**src/rtl/dino_motion_ctrl.sv**
```systemverilog
`default_nettype none
// +--------------------------------------------------------------------------+
// | dino_motion_ctrl: per-frame dino position and animation-select control.  |
// | Rev 1.0                                                                  |
// +--------------------------------------------------------------------------+
module dino_motion_ctrl #(
  parameter logic [9:0] DINO_X      = 10'd40,
  parameter logic [8:0] GROUND_Y    = 9'd300,
  parameter logic [8:0] DUCK_OFFSET = 9'd34,
  parameter logic [6:0] JUMP_V      = 7'd20,
  parameter logic [3:0] STEP_FRAMES = 4'd6
) (
  input  logic       clk,
  input  logic       rst,
  input  logic       frame_tick,
  input  logic       start,
  input  logic       jump_btn,
  input  logic       duck_btn,
  input  logic       collide,
  output logic [9:0] DinoX,
  output logic [8:0] DinoY,
  output logic [3:0] AnimateSel,
  output logic       is_dead,
  output logic       running
);

  typedef enum logic [2:0] {
    S_IDLE = 3'd0,
    S_RUN  = 3'd1,
    S_JUMP = 3'd2,
    S_DUCK = 3'd3,
    S_DEAD = 3'd4
  } state_t;

  localparam logic [3:0] C_SEL_DEFAULT = 4'b0000;
  localparam logic [3:0] C_SEL_DEAD    = 4'b0001;
  localparam logic [3:0] C_SEL_RUNL    = 4'b0011;
  localparam logic [3:0] C_SEL_RUNR    = 4'b0111;
  localparam logic [3:0] C_SEL_DUCKL   = 4'b0010;
  localparam logic [3:0] C_SEL_DUCKR   = 4'b1011;

  state_t      state_q, state_d;
  logic [7:0]  h_q, h_d;
  logic [6:0]  v_q, v_d;
  logic [3:0]  stepcnt_q, stepcnt_d;
  logic        phase_q, phase_d;
  logic [8:0]  dino_y_q, dino_y_d;
  logic [3:0]  anim_q, anim_d;

  logic signed [8:0] next_h;
  logic        [6:0] v_dec;

  assign next_h = $signed({1'b0, h_q}) + $signed({{2{v_q[6]}}, v_q});
  assign v_dec  = v_q - (duck_btn ? 7'd3 : 7'd1);

  always_comb begin
    state_d   = state_q;
    h_d       = h_q;
    v_d       = v_q;
    stepcnt_d = stepcnt_q;
    phase_d   = phase_q;
    dino_y_d  = dino_y_q;
    anim_d    = anim_q;

    if (frame_tick) begin
      if (state_q == S_RUN || state_q == S_DUCK) begin
        if (stepcnt_q == STEP_FRAMES - 4'd1) begin
          stepcnt_d = 4'd0;
          phase_d   = ~phase_q;
        end else begin
          stepcnt_d = stepcnt_q + 4'd1;
        end
      end

      // collide outranks every other input in the three live states
      case (state_q)
        S_IDLE: begin
          if (start) state_d = S_RUN;
        end
        S_RUN: begin
          if (collide) begin
            state_d = S_DEAD;
          end else if (jump_btn) begin
            state_d = S_JUMP;
            v_d     = JUMP_V;
            h_d     = 8'd0;
          end else if (duck_btn) begin
            state_d = S_DUCK;
          end
        end
        S_JUMP: begin
          if (collide) begin
            state_d = S_DEAD;
          end else if (next_h <= 9'sd0 && v_q[6]) begin
            h_d     = 8'd0;
            v_d     = 7'd0;
            state_d = duck_btn ? S_DUCK : S_RUN;
          end else begin
            h_d = next_h[7:0];
            v_d = v_dec;
          end
        end
        S_DUCK: begin
          if (collide) begin
            state_d = S_DEAD;
          end else if (jump_btn) begin
            state_d = S_JUMP;
            v_d     = JUMP_V;
            h_d     = 8'd0;
          end else if (!duck_btn) begin
            state_d = S_RUN;
          end
        end
        S_DEAD: begin
          if (start) begin
            state_d   = S_RUN;
            h_d       = 8'd0;
            v_d       = 7'd0;
            stepcnt_d = 4'd0;
            phase_d   = 1'b0;
          end
        end
        default: state_d = S_IDLE;
      endcase

      // outputs follow the state being entered, so they register with it
      case (state_d)
        S_RUN: begin
          dino_y_d = GROUND_Y;
          anim_d   = phase_d ? C_SEL_RUNR : C_SEL_RUNL;
        end
        S_JUMP: begin
          dino_y_d = GROUND_Y - {1'b0, h_d};
          anim_d   = C_SEL_DEFAULT;
        end
        S_DUCK: begin
          dino_y_d = GROUND_Y + DUCK_OFFSET;
          anim_d   = phase_d ? C_SEL_DUCKR : C_SEL_DUCKL;
        end
        S_DEAD: begin
          anim_d = C_SEL_DEAD;
        end
        default: begin
          dino_y_d = GROUND_Y;
          anim_d   = C_SEL_DEFAULT;
        end
      endcase
    end
  end

  always_ff @(posedge clk or negedge rst) begin
    if (!rst) begin
      state_q   <= S_IDLE;
      h_q       <= 8'd0;
      v_q       <= 7'd0;
      stepcnt_q <= 4'd0;
      phase_q   <= 1'b0;
      dino_y_q  <= GROUND_Y;
      anim_q    <= C_SEL_DEFAULT;
    end else begin
      state_q   <= state_d;
      h_q       <= h_d;
      v_q       <= v_d;
      stepcnt_q <= stepcnt_d;
      phase_q   <= phase_d;
      dino_y_q  <= dino_y_d;
      anim_q    <= anim_d;
    end
  end

  assign DinoX      = DINO_X;
  assign DinoY      = dino_y_q;
  assign AnimateSel = anim_q;
  assign is_dead    = (state_q == S_DEAD);
  assign running    = (state_q == S_RUN) || (state_q == S_JUMP) || (state_q == S_DUCK);

endmodule
`default_nettype wire

```
**config.mk**
```make
export PLATFORM = sky130hd
export DESIGN_NAME = dino_motion_ctrl
export DESIGN_NICKNAME = d
export VERILOG_FILES = /design/src/rtl/dino_motion_ctrl.sv
export SDC_FILE = /design/constraint.sdc
export NUM_CORES = 1
export LEC_CHECK = 0
export ABC_CLOCK_PERIOD_IN_PS = 7800
export CORE_ASPECT_RATIO = 0.9
export CORE_UTILIZATION = 44
export DETAILED_ROUTE_END_ITERATION = 10
export PLACE_DENSITY_LB_ADDON = 0.25
export SLEW_MARGIN = 0
export SYNTH_ARGS = -nofsm -noshare
export SYNTH_HDL_FRONTEND = slang
export SYNTH_SLANG_ARGS = --single-unit
export TNS_END_PERCENT = 5
```
**constraint.sdc**
```tcl
create_clock -name clk -period 7.8 [get_ports clk]
set_clock_uncertainty 0.1 [all_clocks]
set_input_delay 0.78 -clock clk [delete_from_list [all_inputs] [get_ports clk]]
set_output_delay 0.78 -clock clk [all_outputs]
set_load 0.02 [all_outputs]
```
==> out/summary.txt, run 1 <==
Worst Hold Depth = 2
Post-CTS resize count = 0
Number of CTS-inserted buffers = 5
Wire per inst = 16.0 um
WP data required = 7.88 ns
PD cells = 248 nW/um2
Drt first pass iters = 4
Cells on worst reg2reg path = 14
EDFF count, synth = 0
Critical path launch point type = flop
Vias in the first global route = 1988
Final nets = 324
Hold slack = 0.397 ns
Initial Util = 45.5%
Main synth FF type = dfrtp_1
Setup violators final = 0
Die width = 82.7 um
Max clock buf depth = 2
Largest net degree at the start of global routing = 37
Post-synthesis cell type count = 71
Placer Congestion = 0.856
Total track usage = 20.9%
Place WS = 3.88 ns
Unrepaired setup endpoints after global routing = no
Skew-Pair Late Insertion Delay = 0.29 ns
Global Route met3 Usage = 4.36%
IO Count = 32
Initial antenna violation count = 0
Area grow syn2layout = 12.3%
GR Util met1 = 31.8%
Finished Cell Area = 2890 um2
Commonest non-fill, non-tap cell in the layout = dfrtp_1
Peak VDD IR = 0.000147 V
Top-area cell type share of the netlist area = 31.1%
First-pass GRT wire length = 9.60 mm
Post-CTS setup repair buffer count = 0
Synth top area cells = dfrtp_1, ha_1, o21ai_0, dfstp_2, nand2_1
Hold violation count in the final report = 0
# hold bufs at CTS = 0
Root buf cell = clkbuf_8
Share of cells above drive strength 1 = 11.1%
Layout Cells excl Fill = 376
Post-route ant nets = 0
Clock transition at path regs = 0.07 ns
Slew headroom = 25.2%
Most frequent cells in the layout = dfrtp_1, nand2_1, nor2_1, o21ai_0, clkdlybuf4s50_1
Fin crit share = 51.3%
GR Util met2 = 29.8%
Die area = 6170 um2
H-tree depth = 2
Hpwl dp = 4.44 mm
Register bit total from synthesis = 36
MaxCap Viol Count = 0
DP Area = 2780 um2
Avg Inst Size Synth = 9.01 um2
Detailed Route WL = 6.00 mm
FMAX = 250 MHz
Clk sinks = 36
Site Rows = 26
Fin crit period = 4.00 ns
Dpl cells = 368
Core ar. = 5660 um2
Hold Path Class = reg -> reg
IO Port Bufs = 21
Global route total overflow = 0
Yosys top cell by area = dfrtp_1
DRC = 0
Lkg Pwr = 1.21 nW
Drt first-iter violations = 184
Worst Path Class, Setup = reg -> reg
Setup TNS = 0 ns
GR peak layer = met1
Ys async rst share = 100%
Final WS setup = 3.80 ns
Via density = 5.71
Fin. max-slew vios = 0
Outcome = complete, no violations
Via Count = 2148
TritonCTS clock tree = built
DIE HEIGHT = 74.6 um
Seq/Total Area, Yosys = 35.1%
Synth Instances = 286
Warnings from Yosys = 0
Post-Syn Area = 2580 um2
Worst slew pin tran = 1.11 ns
Critical Path AT = 4.08 ns
# diodes = 0
Critical path peak fanout = 5
Final Total Pwr = 717 uW
Final core occ = 51.1%
Critical path capture point type = flop
-- worst paths after layout --
kind	start	to	slack (ns)
worst max-delay path	v_q[0]	DinoY[6]	3.80
worst min-delay path	AnimateSel[2]	AnimateSel[2]	0.40
worst max register to register	v_q[0]	DinoY[6]	3.80
worst min register to register	AnimateSel[2]	AnimateSel[2]	0.40
max in group asynchronous	rst	h_q[6]	6.59
min in group asynchronous	rst	v_q[5]	0.47
-- cell type report --
type | count | area, um2
Tap cell | 70 | 87.6
Clock buffer | 5 | 68.8
Fill cell | 564 | 2770
Multi-Input combinational cell | 225 | 1520
Inverter | 16 | 60.1
Sequential cell | 36 | 906
Timing Repair Buffer | 21 | 205
Clock inverter | 3 | 42.5
-- cell families after synthesis --
family | synth area share (%)
other cells | 0.291
xor+xnor | 4.08
simple gates | 19.5
fa+ha+maj | 6.41
flops | 35.1
buf+inv | 6.89
mux | 1.26
compound gates | 26.5
-- critical path, stage by stage (launching register included) --
cell and delay, ns:
dfrtp_1 0.44, ha_1 0.24, fa_1 0.45, and3_1 0.19, or3_1 0.38, and2_1 0.22
nor4_4 0.24, a31o_2 0.26, nand2_1 0.11, a32oi_1 0.35, ha_1 0.27, a21o_1 0.15
a21oi_2 0.08, xnor2_1 0.15, o31a_1 0.26
-- Yosys cell counts, types with 4 or more instances --
cell       n
dfstp_2    4
o21ai_1    5
a22o_1     4
a21o_1     5
o21ai_0   22
nand2_1   27
nand3_1    4
ha_1      10
nand2b_1   4
buf_4     10
dfrtp_1   32
inv_1     16
a31oi_1    7
xnor2_1    9
nor2_1    22
a21oi_1   18
nor2b_1    4
-- sequential cells by signal (all words and copies together), names as in the netlist --
register / cells
AnimateSel: 4
DinoY: 9
h_q: 8
phase_q: 1
state_q: 3
stepcnt_q: 4
v_q: 7
-- report_power, final --
part           internal, mW  switching [mW]
clock                0.0945          0.0695
sequential            0.220          0.0423
combinational         0.112           0.179
-- metal layers --
layer | vias up | share of wire, %
met5 | - | 0
met4 | 0 | 0.77
met1 | 1025 | 52
met2 | 53 | 43
met3 | 7 | 4.0
li1 | 1063 | -
No activity file was read; power rests on OpenSTA's default activity.
==> run 2, diff against run 1 <==
--- a/config.mk
+++ b/config.mk
@@ -5,7 +5,7 @@
 export SDC_FILE = /design/constraint.sdc
 export NUM_CORES = 1
 export LEC_CHECK = 0
-export ABC_CLOCK_PERIOD_IN_PS = 7800
+export ABC_CLOCK_PERIOD_IN_PS = 3300
 export CORE_ASPECT_RATIO = 0.9
 export CORE_UTILIZATION = 44
 export DETAILED_ROUTE_END_ITERATION = 10
==> constraint.sdc (replaced) <==
create_clock -name clk -period 3.3 [get_ports clk]
set_clock_uncertainty 0.1 [all_clocks]
set_input_delay 0.33 -clock clk [delete_from_list [all_inputs] [get_ports clk]]
set_output_delay 0.33 -clock clk [all_outputs]
set_load 0.02 [all_outputs]
==> run 2 against run 1 <==
Compared with the run above: global-route usage up 2.0 points; register-to-register slack lost 3.8 ns; clock-buffer cell count stayed put.
==> out/summary.txt, run 2 (same netlist as run 1, synthesis figures left out) <==
GR Util met2 = 31.3%
Most used cell, CP = ha_2
Wire per inst = 15.7 um
FMAX = 303 MHz
Setup TNS = 0 ns
Switching part of the total = 41.1%
Cell Chain, Critical Path = ha_2, fa_2, and3_1, or3_4, and2_4, nor4_4, a31o_2, nand2_2, a32oi_2, ha_2, a21o_1, a21oi_2, xnor2_1, o31a_1
Via Count = 2251
Critical path's top delay family = simple AND/OR/NAND/NOR gates
Critical path's slowest cell = dfrtp_1
Via density = 5.57
Vias in the first global route = 2096
Layout Cells excl Fill = 404
Hpwl dp = 4.84 mm
IO Count = 32
First-pass GRT wire length = 10.5 mm
Sw power = 726 uW
Critical Path Stages = 14
Worst Path Class, Setup = reg -> reg
H-tree depth = 2
Critical Path AT = 3.38 ns
Placer Congestion = 0.917
CP Buf/Inv Count = 0
DIE HEIGHT = 74.6 um
Cells on worst reg2reg path = 14
Outcome = complete, no violations
Clk sinks = 36
Share of cells above drive strength 1 = 21.3%
Unrepaired setup endpoints after global routing = yes
TritonCTS clock tree = built
Max clock buf depth = 2
Drt first pass iters = 4
GR peak layer = met1
Total track usage = 22.9%
# diodes = 0
Fin crit period = 3.30 ns
PD cells = 565 nW/um2
Fill cells = 535
Fin crit share = 100%
Worst slew pin tran = 0.799 ns
Skew-Pair Late Insertion Delay = 0.29 ns
Number of CTS-inserted buffers = 5
Number of flip-flops in the largest register = 9
Commonest non-fill, non-tap cell in the layout = dfrtp_1
# hold bufs at CTS = 0
WP data required = 3.38 ns
Sequential share of power = 34.2%
Global route total overflow = 0
Lkg Pwr = 1.35 nW
GR Util met1 = 35.8%
Dpl cells = 396
Global Route met3 Usage = 5.45%
Detailed Route WL = 6.34 mm
Combinational fraction of design power = 48.2%
Critical path launch point type = flop
Post-CTS setup repair buffer count = 0
DRC = 0
Finished Cell Area = 3120 um2
Slew headroom = 46.5%
Int Power = 1.04 mW
Critical path capture point type = flop
Crit path largest cell delay = 0.39 ns
Clock transition at path regs = 0.08 ns
Initial antenna violation count = 0
Root buf cell = clkbuf_8
Area grow syn2layout = 21.1%
Site Rows = 26
Drt first-iter violations = 151
Most frequent cells in the layout = dfrtp_1, buf_4, nand2_1
Final nets = 352
Post-route ant nets = 0
MaxCap Viol Count = 0
Setup violators final = 0
DP Area = 3000 um2
IO Port Bufs = 21
Die area = 6170 um2
Fin. max-slew vios = 0
Die width = 82.7 um
Clock Power Share = 17.6%
Core ar. = 5660 um2
Hold Path Class = in -> async
Critical path peak fanout = 3
Hold violation count in the final report = 0
Initial Util = 45.5%
Peak VDD IR = 0.000272 V
Largest net degree at the start of global routing = 37
-- run 2: cell types whose count changed in the layout (fill, tap and decap cells not counted), sizes merged --
cell / before / now
clkinv: 1 / 3
clkinvlp: 1 / 0
bufinv: 1 / 0
buf: 1 / 29
-- run 2: cell type report --
class                      count  area, um2  area share (%)
clock inverter                 3       18.8           0.601
multi-input combinational    225       1560            50.1
clock buffer                   5       68.8            2.21
tap                           70       87.6            2.81
inverter                      16       60.1            1.92
timing repair buffer          49        415            13.3
sequential                    36        906            29.0
-- run 2: repair_timing --
action                                  CTS  global route
gates resized for setup                   3             4
pin swaps                                 3             0
endpoints found under the setup margin    1             3
-- run 2: through the flow --
stage / util (%) / total power [mW] / hold WS [ns] / setup WS (ns)
2_1_floorplan: - / 1.14 / -0.0656 / -0.162
3_3_place_gp: 53.1 / 1.41 / 0.376 / 0.0263
3_5_place_dp: 53.1 / 1.43 / 0.373 / -0.0310
4_1_cts: 54.7 / 1.75 / 0.0549 / 0.0187
5_1_grt: 55.1 / 1.90 / 0.0872 / -0.213
6_report: 55.1 / 1.76 / 0.0219 / 0.000404
-- run 2: final timing paths --
path | end | slack [ns] | from
max in group asynchronous | DinoY[6] | 2.57 | rst
min in group clk | DinoY[5] | 0.39 | DinoY[5]
min reg2reg | DinoY[5] | 0.39 | DinoY[5]
max | DinoY[6] | 0.0004 | h_q[0]
min | h_q[4] | 0.02 | rst
max reg2reg | DinoY[6] | 0.0004 | h_q[0]
-- run 2: metal layers --
layer / vias up / share of wire [%]
li1: 1117 / -
met1: 1072 / 50
met2: 53 / 43
met3: 9 / 4.8
met4: 0 / 1.4
met5: - / 0
-- run 2: power by group through the flow --
| stage | Sequential (mW) | Combinational, mW | Clock [mW] |
|---|---|---|---|
| after global placement | 0.611 | 0.799 | 0 |
| final | 0.604 | 0.849 | 0.311 |
| after CTS | 0.603 | 0.827 | 0.323 |
| after floorplan | 0.601 | 0.540 | 0 |
| after global routing | 0.616 | 0.935 | 0.346 |
| after detailed placement | 0.610 | 0.815 | 0 |
==> run 3, diff against run 2 <==
--- a/config.mk
+++ b/config.mk
@@ -14,4 +14,4 @@
 export SYNTH_ARGS = -nofsm -noshare
 export SYNTH_HDL_FRONTEND = slang
 export SYNTH_SLANG_ARGS = --single-unit
-export TNS_END_PERCENT = 5
+export TNS_END_PERCENT = 50
==> results of run 3 <==
No change in the layout: final DEF, timing and power equal those of run 2.
